File: src/rtl/half_adder_unit_if.sv
// half_adder_unit_if: operand, result and counter bundle for the half-adder unit
interface half_adder_unit_if #(
    parameter int WIDTH = 1,
    parameter int CNT_W = 8
);
    logic [WIDTH-1:0] a;
    logic [WIDTH-1:0] b;
    logic [WIDTH-1:0] s;
    logic [WIDTH-1:0] c;
    logic             in_valid;
    logic [WIDTH-1:0] s_q;
    logic [WIDTH-1:0] c_q;
    logic             out_valid;
    logic [CNT_W-1:0] carry_cnt;
    logic             clr_cnt;

    modport master (
        output a, b, in_valid, clr_cnt,
        input  s, c, s_q, c_q, out_valid, carry_cnt
    );

    modport slave (
        input  a, b, in_valid, clr_cnt,
        output s, c, s_q, c_q, out_valid, carry_cnt
    );
endinterface

File: src/rtl/half_adder_unit.sv
// half_adder_unit: per-lane half adders with registered copy and saturating carry-event counter
module half_adder_unit #(
    parameter int WIDTH = 1,
    parameter int CNT_W = 8
) (
    input  logic              clk,
    input  logic              rst_n,
    half_adder_unit_if.slave  bus
);
    logic [WIDTH-1:0] s_d, s_q;
    logic [WIDTH-1:0] c_d, c_q;
    logic             valid_d, valid_q;
    logic [CNT_W-1:0] cnt_d, cnt_q;

    assign bus.s         = bus.a ^ bus.b;
    assign bus.c         = bus.a & bus.b;
    assign bus.s_q       = s_q;
    assign bus.c_q       = c_q;
    assign bus.out_valid = valid_q;
    assign bus.carry_cnt = cnt_q;

    // capture on in_valid, otherwise hold; counter clear beats increment, increment stops at all-ones
    always_comb begin
        s_d     = bus.in_valid ? bus.s : s_q;
        c_d     = bus.in_valid ? bus.c : c_q;
        valid_d = bus.in_valid;
        cnt_d   = bus.clr_cnt ? '0 :
                  (bus.in_valid && (|bus.c) && (cnt_q != '1)) ? cnt_q + 1'b1 : cnt_q;
    end

    // state registers, cleared immediately by reset
    always_ff @(posedge clk or negedge rst_n) begin
        if (!rst_n) begin
            s_q     <= '0;
            c_q     <= '0;
            valid_q <= 1'b0;
            cnt_q   <= '0;
        end else begin
            s_q     <= s_d;
            c_q     <= c_d;
            valid_q <= valid_d;
            cnt_q   <= cnt_d;
        end
    end
endmodule

File: src/flat_wrapper.sv
// flat-port wrapper written by rule: the top's interface ports become plain ports
module half_adder_unit_flat 
#(
    parameter int WIDTH = 1,
    parameter int CNT_W = 8
)
  (clk, rst_n, bus_a, bus_b, bus_in_valid, bus_clr_cnt, bus_s, bus_c, bus_s_q, bus_c_q, bus_out_valid, bus_carry_cnt);
  half_adder_unit_if #(.WIDTH(WIDTH), .CNT_W(CNT_W)) bus_i ();
  input  logic clk;
  input  logic rst_n;
  input wire logic [$bits(bus_i.a)-1:0] bus_a;
  input wire logic [$bits(bus_i.b)-1:0] bus_b;
  input wire logic [$bits(bus_i.in_valid)-1:0] bus_in_valid;
  input wire logic [$bits(bus_i.clr_cnt)-1:0] bus_clr_cnt;
  output wire logic [$bits(bus_i.s)-1:0] bus_s;
  output wire logic [$bits(bus_i.c)-1:0] bus_c;
  output wire logic [$bits(bus_i.s_q)-1:0] bus_s_q;
  output wire logic [$bits(bus_i.c_q)-1:0] bus_c_q;
  output wire logic [$bits(bus_i.out_valid)-1:0] bus_out_valid;
  output wire logic [$bits(bus_i.carry_cnt)-1:0] bus_carry_cnt;
  assign bus_i.a = bus_a;
  assign bus_i.b = bus_b;
  assign bus_i.in_valid = bus_in_valid;
  assign bus_i.clr_cnt = bus_clr_cnt;
  assign bus_s = bus_i.s;
  assign bus_c = bus_i.c;
  assign bus_s_q = bus_i.s_q;
  assign bus_c_q = bus_i.c_q;
  assign bus_out_valid = bus_i.out_valid;
  assign bus_carry_cnt = bus_i.carry_cnt;
  half_adder_unit #(.WIDTH(WIDTH), .CNT_W(CNT_W)) u_core (.clk(clk), .rst_n(rst_n), .bus(bus_i));
endmodule
File: config.mk
export PLATFORM = sky130hd
export DESIGN_NAME = half_adder_unit_flat
export DESIGN_NICKNAME = d
export VERILOG_FILES = /design/src/rtl/half_adder_unit_if.sv /design/src/rtl/half_adder_unit.sv /design/src/flat_wrapper.sv
export SDC_FILE = /design/constraint.sdc
export NUM_CORES = 1
export LEC_CHECK = 0
export BUFFER_PORTS_ARGS = -buffer_cell sky130_fd_sc_hd__buf_4
export CORE_MARGIN = 3
export CORE_UTILIZATION = 41
export DETAILED_ROUTE_END_ITERATION = 16
export HOLD_SLACK_MARGIN = 0.02
export PLACE_DENSITY = 0.76
export SLEW_MARGIN = 40
export SYNTH_ARGS = -nofsm -noshare
export SYNTH_HDL_FRONTEND = slang
export SYNTH_SLANG_ARGS = --single-unit
File: constraint.sdc
create_clock -name clk -period 1.2 [get_ports clk]
set_input_delay 0.06 -clock clk [delete_from_list [all_inputs] [get_ports clk]]
set_output_delay 0.06 -clock clk [all_outputs]
set_load 0.05 [all_outputs]
==> flow_summary.toml <==
[min_path]
min_to = "u_core.bus.c_q"
hp-class = "primary input to flop"
min-delay-start = "bus_in_valid"
hold_depth = 2

[routing]
drt_wl_total_mm = 1.586
drc = 0
via_count = 577
detail-route-antenna-nets = 0
via_per_inst = 5.245
wl_met2_um = 818
drt-met1-wl_um = 673
wl_per_cell_um = 14.42
dr.first_iter.drc_count = 14
dr.max_layer_used = "met4"
wl_met3_um = 63
drtPass1Iterations = 4

[timing]
worst_clock_skew_ns = 0.005620
fin_crit_sh_pct = 113.4
timing.final.crit_period_ns = 1.361
max_freq_ghz = 0.7346
rsz0062_at_grt = "true"
relSlewSlack_pct = 86.53
worst_slew_pin_slew_ns = 0.2003
hold_viol = 0
fin_ws_ns = -0.1613
setup-tns-final_ns = -0.4528
setup_violations = 6
slew_violations = 0

[clock_tree]
cts-root-buf = "clkbuf_4"
cts_max_level = 1
clk_pin_slew_ns = 0.08
clockBufferDepth = 2
tritoncts = "done"
cts_buffers = 3
clk-insertion-delay-late_ns = 0.28
cts_sinks = 11

[logic_synthesis]
syn_area_um2 = 536.8
synth-xor-area-share_pct = 1.632
synth_top_area_share_pct = 51.28
syn_avg_cell_area_um2 = 10.13
synth_area_leader_cell = "dfrtp_1"
synth_compound_area_share_pct = 11.89
muxShareOfSynthArea_pct = 5.828
ys_seq_area_share_pct = 51.28
postSynth.asyncResetShare_pct = 100.0
yosys_most_used_dff = "dfrtp_1"
synth-simple-area-share_pct = 23.31
ys_top_cells_by_area = "dfrtp_1 51%, a21oi_1 4.7%, ha_1 4.7%, mux2i_1 3.7%, nand2_1 3.5%"
synth_top_family_by_area = "simple AND/OR/NAND/NOR gates"
postSynthCellCount = 53
synth.top_cells.by_count = "11 x dfrtp_1, 5 x a21oi_1, 5 x nand2_1, 5 x nor2_1, 3 x o21ai_0"
yosysUniqueCellTypes = 24
synth-edff-count = 0
synth_most_common_cell = "dfrtp_1"
synth_fa_ha_area_share_pct = 4.662
syn-num-nets = 61
ys_ff_latch = 11
ys_warn_count = 0

[power_and_ir_drop]
ir_drop_mv = 0.7334
power.total_w = 0.0008195
pwr_density_cell_nw_per_um2 = 819.7
leakage_nw = 0.4687

[global_route]
antenna_found_initial = 0
grt_max_degree = 12
grt_pass1_wl_mm = 2.566
grtUsageTotal_pct = 19.17
grt_overflow = 0
grt_pass1_vias = 570

[critical_path]
worstReg2RegEnd = "u_core.bus.carry_cnt[5]"
reg2reg_slack_ns = -0.16
cp-start-kind = "flop"
cp-end-kind = "flop"
cp_data_required_time_ns = 1.41
worstSetupPathType = "flop to flop"
reg2regPathDepth = 5
arrival_ns = 1.57
worstReg2RegStart = "u_core.bus.carry_cnt[1]"
cp_max_fo = 3

[finish]
final_core_utilization_pct = 85.36
antennaDiodeCount = 0
syn_to_final_growth_pct = 86.25
fill_cells = 62
final_net_count = 105
drive_gt1_share_pct = 68.75

[floorplan]
die_w_um = 42.18
ios = 19
die_y_um = 42.18
rows = 12
fp.dieArea_um2 = 1779
initial_core_util_pct = 45.83
core_um2 = 1171

[placed_design]
hpwl_mm = 1.036
portBuffers = 18
gp_congestion = 0.7747

[flow_run]
maxCapViolCount = 0

[outcome]
violations = "setup timing"
outcome = "finished with violations"
-- through the flow --
| step | hold WS (ns) | instance area [um2] | cells | setup WS [ns] |
|---|---|---|---|---|
| floorplan | -0.2356 | 595.6 | 53 | -0.2906 |
| global placement | -0.09946 | 872.1 | 101 | -0.07740 |
| detailed placement | -0.09698 | 872.1 | 101 | -0.1102 |
| CTS | 0.02005 | 963.4 | 109 | -0.1365 |
| global route | 0.07370 | 999.7 | 110 | -0.1916 |
| finish | 0.05942 | 999.7 | 110 | -0.1613 |
-- power by group --
group	leakage, nW	switching [W]	internal [W]
Clock	0.0150	0.000137	0.000129
Sequential	0.134	0.00000720	0.000383
Combinational	0.319	0.000104	0.0000604
-- per-layer routing --
| metal | up-vias | global-route usage [%] |
|---|---|---|
| met4 | 0 | 9.317 |
| li1 | 279 | - |
| met2 | 16 | 31.31 |
| met1 | 278 | 24.33 |
| met3 | 4 | 3.004 |
| met5 | - | 0 |
-- worst max-delay path, cell delays in order, from the launching register on --
cell	delay, ns
dfrtp_2	0.43
ha_4	0.18
nand3_4	0.07
nor2_2	0.05
or4_1	0.42
a21oi_1	0.14
-- timing repair --
item | 4_1_cts | 5_1_grt
endpoints found under the setup margin | 6 | 8
pin swaps | 8 | 4
hold buffers | 3 | 0
gates resized for setup | 5 | 7
buffers inserted | 1 | 1
endpoints found under the hold margin | 18 | 0
-- cell usage in the layout (no fill, tap or decap), drive strengths merged --
cell,Yosys,final
buf,1,37
clkbuf,0,4
mux2i,2,2
dfrtp,11,11
dlygate4sd3,0,3
xor2,1,1
and2,1,1
ha,2,2
nor2b,1,1
o21ai,3,3
a211oi,1,1
nand3,2,2
or3,1,1
a311oi,1,1
nor3,1,1
mux2,1,1
nand4,1,1
nor2,5,5
o31ai,1,1
inv,1,1
a21oi,5,5
nand2,6,6
and3,2,2
and4,2,2
or4,1,1
-- layout make-up --
| class | count | area (um2) | share of cell area (%) |
|---|---|---|---|
| Multi-Input combinational cell | 40 | 347.8 | 34.79 |
| Timing Repair Buffer | 40 | 319.1 | 31.91 |
| Sequential cell | 11 | 285.3 | 28.54 |
| Clock buffer | 4 | 26.28 | 2.628 |
| Tap cell | 14 | 17.52 | 1.752 |
| Inverter | 1 | 3.754 | 0.3755 |
-- worst max path at each step --
stage                                       start                      end  slack, ns  depth (start not counted)
after floorplan           u_core.bus.carry_cnt[1]  u_core.bus.carry_cnt[5]      -0.29                          4
after global placement    u_core.bus.carry_cnt[1]  u_core.bus.carry_cnt[5]      -0.08                          5
after detailed placement  u_core.bus.carry_cnt[1]  u_core.bus.carry_cnt[5]      -0.11                          5
after CTS                 u_core.bus.carry_cnt[1]  u_core.bus.carry_cnt[5]      -0.14                          5
after global routing      u_core.bus.carry_cnt[1]  u_core.bus.carry_cnt[5]      -0.19                          5
final                     u_core.bus.carry_cnt[1]  u_core.bus.carry_cnt[5]      -0.16                          5
-- flip-flops by register name, summed over array words and instances (netlist names) --
register,cells
u_core.bus.out_valid,1
u_core.bus.s_q,1
u_core.bus.c_q,1
u_core.bus.carry_cnt,8
-- logic make-up after synthesis --
logic type | Yosys count
AO/OA/AOI/OAI | 11
XOR/XNOR | 1
adder cells (fa/ha/maj) | 2
buffers and inverters | 2
flip-flops | 11
multiplexers | 3
AND/OR/NAND/NOR | 23
No activity file was read; power rests on OpenSTA's default activity.
